==> src/rtl/zx_io_pkg.sv <==
// Shared constants and types for the Spectrum I/O controller:
// port addresses, port bit positions and the INT sequencer states.
package zx_io_pkg;

    localparam logic [15:0] PORT_7FFD = 16'h7FFD;
    localparam logic [15:0] PORT_FFFD = 16'hFFFD;
    localparam logic [15:0] PORT_BFFD = 16'hBFFD;

    // Port FE data bits
    localparam int unsigned FE_BORDER_LSB = 0;
    localparam int unsigned FE_TAPE       = 3;
    localparam int unsigned FE_SPK        = 4;

    // Port 7FFD data bits
    localparam int unsigned P7_BANK_LSB = 0;
    localparam int unsigned P7_SCREEN   = 3;
    localparam int unsigned P7_ROM      = 4;
    localparam int unsigned P7_LOCK     = 5;

    typedef enum logic {IDLE, ACTIVE} int_state_e;

endpackage

==> src/rtl/zx_io_ctrl_if.sv <==
// CPU I/O bus as seen by the controller: address, data and the
// asynchronous active-low strobes.
interface zx_io_ctrl_if;
    logic [15:0] cpu_a;
    logic [7:0]  cpu_d;
    logic        cpu_niorq;
    logic        cpu_nwr;
    logic        cpu_nm1;

    modport master (output cpu_a, cpu_d, cpu_niorq, cpu_nwr, cpu_nm1);
    modport slave  (input  cpu_a, cpu_d, cpu_niorq, cpu_nwr, cpu_nm1);
endinterface

==> src/rtl/zx_sync_edge.sv <==
// Reset-to-high synchroniser for one asynchronous input, with
// single-cycle fall/rise pulses derived from the synchronised level.
module zx_sync_edge #(
    parameter int unsigned STAGES = 2
) (
    input  logic clock_25,
    input  logic RESET_N,
    input  logic d,
    output logic q,
    output logic fall,
    output logic rise
);

    logic [STAGES-1:0] sr;
    logic              q_d;

    always_ff @(posedge clock_25) begin
        if (!RESET_N) begin
            sr  <= '1;
            q_d <= 1'b1;
        end else begin
            sr  <= {sr[STAGES-2:0], d};
            q_d <= sr[STAGES-1];
        end
    end

    assign q    = sr[STAGES-1];
    assign fall = q_d & ~q;
    assign rise = ~q_d & q;

endmodule

==> src/rtl/zx_io_ctrl.sv <==
// CPU I/O write decode (7FFD paging, FE ULA port) and frame INT pulse generator.
// Define ZX_IO_CTRL_AY_EN to add the AY register-select/data write ports.
module zx_io_ctrl
    import zx_io_pkg::*;
#(
    parameter int unsigned INT_WIDTH   = 229,
    parameter bit          FULL_DECODE = 1'b1,
    parameter int unsigned SYNC_STAGES = 2
) (
    input  logic               clock_25,
    input  logic               RESET_N,
    zx_io_ctrl_if.slave        cpu,
    input  logic               vblank_n,
    output logic               int_n,
    output logic [7:0]         port7ffd,
    output logic               rom_sel,
    output logic [2:0]         top_bank,
    output logic               screen_sel,
    output logic               locked,
    output logic [2:0]         border,
    output logic               speaker,
    output logic               tape_out
`ifdef ZX_IO_CTRL_AY_EN
    ,
    output logic [3:0]         ay_reg,
    output logic [7:0]         ay_wdata,
    output logic [0:0]         ay_we
`endif
);

    localparam int unsigned CNT_W = (INT_WIDTH > 2) ? $clog2(INT_WIDTH) : 1;

    logic niorq_s, nwr_s, nm1_s, vblank_s;
    logic vb_fall;
    logic [6:0] unused_edges;

    zx_sync_edge #(.STAGES(SYNC_STAGES)) u_sync_iorq (
        .clock_25(clock_25), .RESET_N(RESET_N), .d(cpu.cpu_niorq),
        .q(niorq_s), .fall(unused_edges[0]), .rise(unused_edges[1]));
    zx_sync_edge #(.STAGES(SYNC_STAGES)) u_sync_wr (
        .clock_25(clock_25), .RESET_N(RESET_N), .d(cpu.cpu_nwr),
        .q(nwr_s), .fall(unused_edges[2]), .rise(unused_edges[3]));
    zx_sync_edge #(.STAGES(SYNC_STAGES)) u_sync_m1 (
        .clock_25(clock_25), .RESET_N(RESET_N), .d(cpu.cpu_nm1),
        .q(nm1_s), .fall(unused_edges[4]), .rise(unused_edges[5]));
    zx_sync_edge #(.STAGES(SYNC_STAGES)) u_sync_vbl (
        .clock_25(clock_25), .RESET_N(RESET_N), .d(vblank_n),
        .q(vblank_s), .fall(vb_fall), .rise(unused_edges[6]));

    // M1 high excludes interrupt-acknowledge cycles from write decode
    logic io_wr_s, io_wr_d, wr_pulse, int_ack;
    assign io_wr_s  = ~niorq_s & ~nwr_s & nm1_s;
    assign wr_pulse = io_wr_s & ~io_wr_d;
    assign int_ack  = ~niorq_s & ~nm1_s;

    logic hit_7ffd, hit_fe;
    assign hit_7ffd = FULL_DECODE ? (cpu.cpu_a == PORT_7FFD)
                                  : (~cpu.cpu_a[15] & ~cpu.cpu_a[1]);
    assign hit_fe   = ~cpu.cpu_a[0];

    always_ff @(posedge clock_25) begin
        if (!RESET_N) begin
            io_wr_d  <= 1'b0;
            port7ffd <= '0;
            border   <= '0;
            speaker  <= 1'b0;
            tape_out <= 1'b0;
        end else begin
            io_wr_d <= io_wr_s;
            if (wr_pulse) begin
                if (hit_7ffd && !port7ffd[P7_LOCK])
                    port7ffd <= cpu.cpu_d;
                if (hit_fe) begin
                    border   <= cpu.cpu_d[FE_BORDER_LSB +: 3];
                    tape_out <= cpu.cpu_d[FE_TAPE];
                    speaker  <= cpu.cpu_d[FE_SPK] ^ cpu.cpu_d[FE_TAPE];
                end
            end
        end
    end

`ifdef ZX_IO_CTRL_AY_EN
    logic hit_fffd, hit_bffd;
    assign hit_fffd = (cpu.cpu_a[15:14] == PORT_FFFD[15:14]) & ~cpu.cpu_a[1];
    assign hit_bffd = (cpu.cpu_a[15:14] == PORT_BFFD[15:14]) & ~cpu.cpu_a[1];

    always_ff @(posedge clock_25) begin
        if (!RESET_N) begin
            ay_reg   <= '0;
            ay_wdata <= '0;
            ay_we    <= '0;
        end else begin
            ay_we <= '0;
            if (wr_pulse && hit_fffd)
                ay_reg <= cpu.cpu_d[3:0];
            if (wr_pulse && hit_bffd) begin
                ay_wdata <= cpu.cpu_d;
                ay_we    <= 1'b1;
            end
        end
    end
`endif

    assign rom_sel    = port7ffd[P7_ROM] | port7ffd[P7_LOCK];
    assign locked     = port7ffd[P7_LOCK];
    assign screen_sel = port7ffd[P7_SCREEN];
    assign top_bank   = port7ffd[P7_LOCK] ? 3'b000 : port7ffd[P7_BANK_LSB +: 3];

    // Vblank edges during ACTIVE are dropped, not queued
    int_state_e       st;
    logic [CNT_W-1:0] cnt;

    always_ff @(posedge clock_25) begin
        if (!RESET_N) begin
            st    <= IDLE;
            cnt   <= '0;
            int_n <= 1'b1;
        end else begin
            case (st)
                IDLE: if (vb_fall) begin
                    st    <= ACTIVE;
                    cnt   <= CNT_W'(INT_WIDTH - 1);
                    int_n <= 1'b0;
                end
                ACTIVE: if (int_ack || cnt == '0) begin
                    st    <= IDLE;
                    int_n <= 1'b1;
                end else begin
                    cnt <= cnt - CNT_W'(1);
                end
                default: begin
                    st    <= IDLE;
                    int_n <= 1'b1;
                end
            endcase
        end
    end

endmodule

==> src/flat_wrapper.sv <==
// flat-port wrapper written by rule: the top's interface ports become plain ports
module zx_io_ctrl_flat import zx_io_pkg::*;
#(
    parameter int unsigned INT_WIDTH   = 229,
    parameter bit          FULL_DECODE = 1'b1,
    parameter int unsigned SYNC_STAGES = 2
)
  (clock_25, RESET_N, vblank_n, int_n, port7ffd, rom_sel, top_bank, screen_sel, locked, border, speaker, tape_out, cpu_cpu_a, cpu_cpu_d, cpu_cpu_niorq, cpu_cpu_nwr, cpu_cpu_nm1);
  zx_io_ctrl_if cpu_i ();
  input  logic clock_25;
  input  logic RESET_N;
  input  logic vblank_n;
  output logic int_n;
  output logic [7:0] port7ffd;
  output logic rom_sel;
  output logic [2:0] top_bank;
  output logic screen_sel;
  output logic locked;
  output logic [2:0] border;
  output logic speaker;
  output logic tape_out;
  input wire logic [$bits(cpu_i.cpu_a)-1:0] cpu_cpu_a;
  input wire logic [$bits(cpu_i.cpu_d)-1:0] cpu_cpu_d;
  input wire logic [$bits(cpu_i.cpu_niorq)-1:0] cpu_cpu_niorq;
  input wire logic [$bits(cpu_i.cpu_nwr)-1:0] cpu_cpu_nwr;
  input wire logic [$bits(cpu_i.cpu_nm1)-1:0] cpu_cpu_nm1;
  assign cpu_i.cpu_a = cpu_cpu_a;
  assign cpu_i.cpu_d = cpu_cpu_d;
  assign cpu_i.cpu_niorq = cpu_cpu_niorq;
  assign cpu_i.cpu_nwr = cpu_cpu_nwr;
  assign cpu_i.cpu_nm1 = cpu_cpu_nm1;
  zx_io_ctrl #(.INT_WIDTH(INT_WIDTH), .FULL_DECODE(FULL_DECODE), .SYNC_STAGES(SYNC_STAGES)) u_core (.clock_25(clock_25), .RESET_N(RESET_N), .cpu(cpu_i), .vblank_n(vblank_n), .int_n(int_n), .port7ffd(port7ffd), .rom_sel(rom_sel), .top_bank(top_bank), .screen_sel(screen_sel), .locked(locked), .border(border), .speaker(speaker), .tape_out(tape_out));
endmodule
==> config.mk <==
export PLATFORM = sky130hd
export DESIGN_NAME = zx_io_ctrl_flat
export DESIGN_NICKNAME = d
export VERILOG_FILES = /design/src/rtl/zx_io_pkg.sv /design/src/rtl/zx_io_ctrl_if.sv /design/src/rtl/zx_sync_edge.sv /design/src/rtl/zx_io_ctrl.sv /design/src/flat_wrapper.sv
export SDC_FILE = /design/constraint.sdc
export NUM_CORES = 1
export LEC_CHECK = 0
export CORE_MARGIN = 3
export CORE_UTILIZATION = 47
export CTS_CLUSTER_SIZE = 10
export DETAILED_ROUTE_END_ITERATION = 7
export GPL_TIMING_DRIVEN = 0
export HOLD_SLACK_MARGIN = 0.08
export PLACE_DENSITY = 0.9
export SYNTH_ARGS = -nofsm -noshare
export SYNTH_HDL_FRONTEND = slang
export SYNTH_SLANG_ARGS = --single-unit
==> constraint.sdc <==
create_clock -name clock_25 -period 4.3 [get_ports clock_25]
set_clock_uncertainty 0.2 [all_clocks]
set_input_delay 0.86 -clock clock_25 [delete_from_list [all_inputs] [get_ports clock_25]]
set_output_delay 0.86 -clock clock_25 [all_outputs]
set_load 0.02 [all_outputs]
==> metrics.md, run 1 <==
| Metric | Value |
|---|---|
| GPL Wtd Cong | `around 0.85` |
| Vias in the first global route | `1229` |
| Synthesized area | `0.00138 mm^2` |
| Predominant post-synthesis flop cell | `dfxtp_1` |
| Core Region | `0.00264 mm^2` |
| Critical path endpoint category | `output port` |
| CP cell instances | `or2_2 -> clkdlybuf4s50_1` |
| Drt first pass iters | `4` |
| DR vias/cell | `5.59` |
| Place WS | `1.52 ns` |
| I/O pin count | `50` |
| DP Wirelength | `2590 um` |
| Maximum vdd drop | `between 0.2 and 0.3 mV` |
| Routed length per instance | `~15 um` |
| Final setup fails | `0` |
| Setup TNS Final | `0 ns` |
| Wire length after detailed routing | `3300 um` |
| Clock Sinks | `33` |
| # fillers | `202` |
| Critical Path RT | `3.24 ns` |
| Share of cells above drive strength 1 | `just over 9%` |
| Post-cts hold buffer count | `0` |
| Buffers on Ports | `49` |
| CP max stage cell | `clkdlybuf4s50_1` |
| Seq/Total Area, Yosys | `48.0%` |
| H-tree depth | `2` |
| DR vias | `~1300` |
| Worst setup margin | `1.70 ns` |
| Final #Nets | `229` |
| Setup CP Type | `reg2out` |
| Most frequent cells in the layout | `clkdlybuf4s50_1 (49), dfxtp_1 (33), nor2_1 (12)` |
| Final Non-Filler Cells | `between 200 and 250` |
| FF/Latch Area | `661 um^2` |
| First-pass GRT wire length | `5270 um` |
| Crit path DAT | `about 1.5 ns` |
| # rows | `18` |
| Final period util | `60.4%` |
| Commonest non-fill, non-tap cell in the layout | `clkdlybuf4s50_1` |
| Total gr overflow | `0` |
| Initial Utilization | `52.2%` |
| Status | `complete, no violations` |
| Maximum clock frequency | `around 0.39 GHz` |
| Slew HR | `approximately 42%` |
| EDFF count, synth | `0` |
| Clock Pin Slew Worst Setup and Hold Paths | `0.10 ns` |
| Initial DRC Count | `32` |
| Worst Tran Pin Value | `0.859 ns` |
| Max-Cap Viols | `0` |
| Final min period | `2.60 ns` |
| TritonCTS clock tree | `done` |
| Dpl cells | `220` |
| Antenna Cells | `0` |
| Leak Pwr | `0.686 nW` |
| CTS Buf Count | `5` |
| CP max stage delay | `0.54 ns` |
| Gr usage total | `19.5%` |
| Yosys cell types | `42` |
| Fin. max-slew vios | `0` |
| RSZ-0062 raised after global routing | `false` |
| Root buffer cell | `clkbuf_4` |
| Area occupied by multi-input gates | `674 um^2` |
| Drc violations | `0` |
| Layout area overhead | `42.4%` |
| Syn Nets | `173` |
| Clock Latency Late Sink | `0.32 ns` |
| Largest net degree at the start of global routing | `11` |
| Ys async rst share | `0%` |
| Syn_area_per_cell | `9.76 um^2` |
| Number of setup buffers added after CTS | `0` |
| Post-CTS Resized | `0` |
| Longest Clk Path Bufs | `2` |
| Chip width | `60.1 um` |
| Syn Inst Count | `141` |
| Seq cells post-synth | `33` |
| Detail Route Antenna Nets | `0` |
| Hold Crit Class | `reg2reg` |
| Critical Path Fanout Max | `8` |
| Worst Setup Start Kind | `flop` |
| Initial antenna violation count | `0` |
| Power density over cell area | `291 mW/mm^2` |
| Hold Violations, Final | `0` |
| Warnings, synthesis | `0` |
| Die outline area | `around 0.0036 mm^2` |
| Die height | `about 60 um` |
[layout make-up]
cell class / count / area share (%)
buffer: 5 / 1.34
sequential: 33 / 33.7
tap: 30 / 1.92
clock buffer: 7 / 2.81
multi-input combinational: 99 / 34.4
timing repair buffer: 49 / 25.0
inverter: 4 / 0.766
[flip-flops by register name (all words and copies together) (netlist names), 2 cells and up]
name	count
u_core.cnt	8
u_core.port7ffd	8
u_core.border	3
u_core.u_sync_iorq.sr	2
u_core.u_sync_m1.sr	2
u_core.u_sync_vbl.sr	2
u_core.u_sync_wr.sr	2
[layer usage]
layer	GRT usage [%]	share of wire, %
met1	21.9	39
met2	34.1	50
met3	5.62	9.0
met4	7.91	1.5
met5	0	0
[cells by family (layout without fill, tap and decap cells)]
| kind of cell | count (synthesis) | in the layout | synth area share [%] |
|---|---|---|---|
| AO/OA/AOI/OAI | 32 | 32 | 14.5 |
| XOR/XNOR | 3 | 3 | 1.91 |
| adder cells (fa/ha/maj) | 2 | 2 | 1.82 |
| buffers and inverters | 9 | 65 | 3.00 |
| flip-flops | 33 | 33 | 48.0 |
| multiplexers | 6 | 6 | 4.45 |
| AND/OR/NAND/NOR | 56 | 56 | 26.4 |
[through the flow]
stage               total power [mW]  hold WS (ns)  util [%]  cell area (um^2)
floorplan                      0.366         0.186         -              1380
global placement               0.402         0.191      72.3              1900
detailed placement             0.405         0.202      72.3              1900
CTS                            0.576         0.224      74.4              1960
global route                   0.599         0.240      74.4              1960
finish                         0.571         0.212      74.4              1960
[critical path: cells and delay by family (launching register included)]
kind,cells,cell delay [ns]
and+or+nand+nor,1,0.29
buffers and inverters,1,0.54
DFF,1,0.38
[report_power, final]
part	internal, mW	total, mW	switching (mW)
Sequential	0.315	0.323	0.00809
Clock	0.0771	0.172	0.0947
Combinational	0.0443	0.0759	0.0316
[Yosys cell counts, types with 2 or more instances]
cell type,n,area share [%]
nor3b_1,2,1.1
nor2b_1,3,1.4
o21ai_0,9,3.3
nand3_1,7,2.5
nand2_1,2,0.55
clkbuf_1,3,0.82
nand4b_1,2,1.3
buf_4,2,1.1
mux2i_1,5,3.6
nor2_1,12,3.3
dfxtp_1,33,48
nor3_1,4,1.5
ha_1,2,1.8
nand2b_1,9,4.1
a21oi_1,11,4.0
inv_1,4,1.1
a211oi_1,3,1.6
xnor2_1,3,1.9
a311oi_1,2,1.3
[final timing paths]
check | start | slack [ns] | depth (start not counted) | end
max reg2reg | u_core.cnt[0] | 2.23 | 6 | u_core.cnt[4]
min | u_core.u_sync_wr.sr[0] | 0.21 | 1 | u_core.u_sync_wr.sr[1]
min reg2reg | u_core.u_sync_wr.sr[0] | 0.21 | 1 | u_core.u_sync_wr.sr[1]
max | u_core.port7ffd[5] | 1.70 | 2 | rom_sel
Note: power is estimated with default switching activity, not from simulation.
==> run 2: changes to the inputs <==
CORE_UTILIZATION = 39   (was 47)
PLACE_DENSITY = 0.8   (was 0.9)
clock period = 2.3 ns   (was 4.3 ns; I/O delays follow)
==> run 2 against run 1 <==
Setup slack got worse by 1.6 ns. Sequential cell count unchanged. Combinational power increased by 88%. Cell count increased by 6.6%. Design area increased by 0.96%. Critical path depth unchanged. Non-clock buffer count unchanged. Sequential share of layout area decreased by 0.32 points. Critical endpoint unchanged.
==> metrics.md, run 2 (same netlist as run 1, synthesis figures left out) <==
| Metric | Value |
|---|---|
| Status | `complete, no violations` |
| GPL Wtd Cong | `0.837` |
| Routed length per instance | `13.5 um` |
| Worst Tran Pin Value | `0.847 ns` |
| Place WS | `-0.108 ns` |
| Leak Pwr | `approximately 0.7 nW` |
| Drt first pass iters | `4` |
| Reg-to-Reg End | `u_core.cnt[1]` |
| I/O pin count | `50` |
| Final period util | `94.6%` |
| Share of cells above drive strength 1 | `10.1%` |
| Critical Path RT | `about 1.6 ns` |
| Die outline area | `0.00428 mm^2` |
| Root buffer cell | `clkbuf_4` |
| Most frequent cells in the layout | `clkdlybuf4s50_1 (49), dfxtp_1 (33), nor2_1 (12)` |
| Final min period | `2.18 ns` |
| Worst Setup Start Kind | `flop` |
| First-pass GRT wire length | `5350 um` |
| DR vias | `~1200` |
| DR vias/cell | `between 5 and 6` |
| Area occupied by multi-input gates | `~680 um^2` |
| Buffers on Ports | `49` |
| WHS Path Cells | `1` |
| Commonest non-fill, non-tap cell in the layout | `clkdlybuf4s50_1` |
| Top delay family on crit path | `buffers and inverters` |
| Final Util | `~62%` |
| # fillers | `281` |
| # rows | `20` |
| Slew HR | `a little over two fifths` |
| Initial DRC Count | `66` |
| Antenna Cells | `0` |
| Total gr overflow | `0` |
| DP Wirelength | `about 2600 um` |
| Drc violations | `0` |
| Final #Nets | `229` |
| Hold path endpoint | `u_core.u_sync_wr.sr[1]` |
| Gr usage total | `16.3%` |
| Chip width | `approximately 65 um` |
| Buf/Inv on CP | `1` |
| Max-Cap Viols | `0` |
| Clock Sinks | `33` |
| Worst Reg-to-Reg Cells | `6` |
| Maximum vdd drop | `0.410 mV` |
| Biggest registers after layout | `u_core.cnt: 8 flops, u_core.port7ffd: 8 flops, u_core.border: 3 flops` |
| CP cell instances | `or2_2 -> clkdlybuf4s50_1` |
| Worst setup margin | `around 0.12 ns` |
| CTS Buf Count | `5` |
| Clock Latency Late Sink | `0.32 ns` |
| Die height | `65.4 um` |
| FF/Latch Area | `661 um^2` |
| Worst R2R Setup Slack | `~0.28 ns` |
| Number of setup buffers added after CTS | `0` |
| Vias in the first global route | `1210` |
| Critical path endpoint category | `output port` |
| Final setup fails | `0` |
| TritonCTS clock tree | `done` |
| Total power | `1.04 mW` |
| Clock Pin Slew Worst Setup and Hold Paths | `roughly 0.1 ns` |
| Initial antenna violation count | `0` |
| CP max stage cell | `clkdlybuf4s50_1` |
| Crit path DAT | `1.52 ns` |
| Post-cts hold buffer count | `0` |
| Reg2Reg Launch Point | `u_core.cnt[0]` |
| H-tree depth | `2` |
| Layout area overhead | `43.7%` |
| Hold Violations, Final | `0` |
| Critical Path Fanout Max | `8` |
| Fin. max-slew vios | `0` |
| CP max stage delay | `0.54 ns` |
| Min-delay src | `u_core.u_sync_wr.sr[0]` |
| Power density over cell area | `526 mW/mm^2` |
| Largest net degree at the start of global routing | `11` |
| Hold Crit Class | `reg2reg` |
| Detail Route Antenna Nets | `0` |
| Setup CP Type | `reg2out` |
| RSZ-0062 raised after global routing | `false` |
| Wire length after detailed routing | `3270 um` |
| Core Region | `0.00320 mm^2` |
| Maximum clock frequency | `~0.46 GHz` |
| Initial Utilization | `43.0%` |
| Longest Clk Path Bufs | `2` |
run 2: where the power goes:
group	internal [mW]	switching (mW)
Combinational	0.0838	0.0590
Sequential	0.589	0.0156
Clock	0.116	0.178
run 2: repair_timing:
item,in CTS,in global routing
hold endpoints to repair,0,0
gates resized for setup,0,1
setup endpoints to repair,0,2
run 2: worst max path at each step:
stage	cells after the start	end	startpoint
2_1_floorplan	6	u_core.cnt[4]	u_core.cnt[0]
3_3_place_gp	5	u_core.port7ffd[4]	cpu_cpu_a[0]
3_5_place_dp	5	u_core.port7ffd[3]	cpu_cpu_a[0]
4_1_cts	2	rom_sel	u_core.port7ffd[5]
5_1_grt	5	u_core.port7ffd[0]	cpu_cpu_a[6]
6_report	2	rom_sel	u_core.port7ffd[5]
run 2: layout make-up:
cell class / count / area share [%]
Multi-Input combinational cell: 99 / 34.3
Sequential cell: 33 / 33.4
Timing Repair Buffer: 49 / 24.8
Tap cell: 44 / 2.78
Clock buffer: 6 / 2.09
Buffer: 5 / 1.33
Inverter: 4 / 0.759
Clock inverter: 2 / 0.506
run 2: per-layer routing:
metal | vias to the layer above | global-route usage [%] | wire length [um]
li1 | 621 | - | -
met1 | 558 | 18.3 | 1350
met2 | 62 | 27.9 | 1540
met3 | 8 | 4.44 | 313
met4 | 0 | 8.29 | 71
met5 | - | 0 | 0
run 2: worst reg2reg max path: stages (launching register included):
cell,delay [ns]
dfxtp_1,0.36
inv_1,0.09
ha_1,0.23
nor3b_2,0.20
a21oi_1,0.42
mux2_2,0.39
nor2_1,0.07
run 2: metrics by stage:
stage	cell area, um^2	cells	hold WS [ns]	TNS [ns]
finish	1980	242	0.214	0
global route	1980	242	0.244	0
CTS	1970	242	0.216	0
detailed placement	1920	234	0.193	-0.698
global placement	1920	234	0.194	-0.451
floorplan	1380	141	0.186	0
==> run 3: changes to the inputs <==
ABC_CLOCK_PERIOD_IN_PS = 2300   (was default)
==> results of run 3 <==
No change in the layout: final DEF, timing and power equal those of run 2.
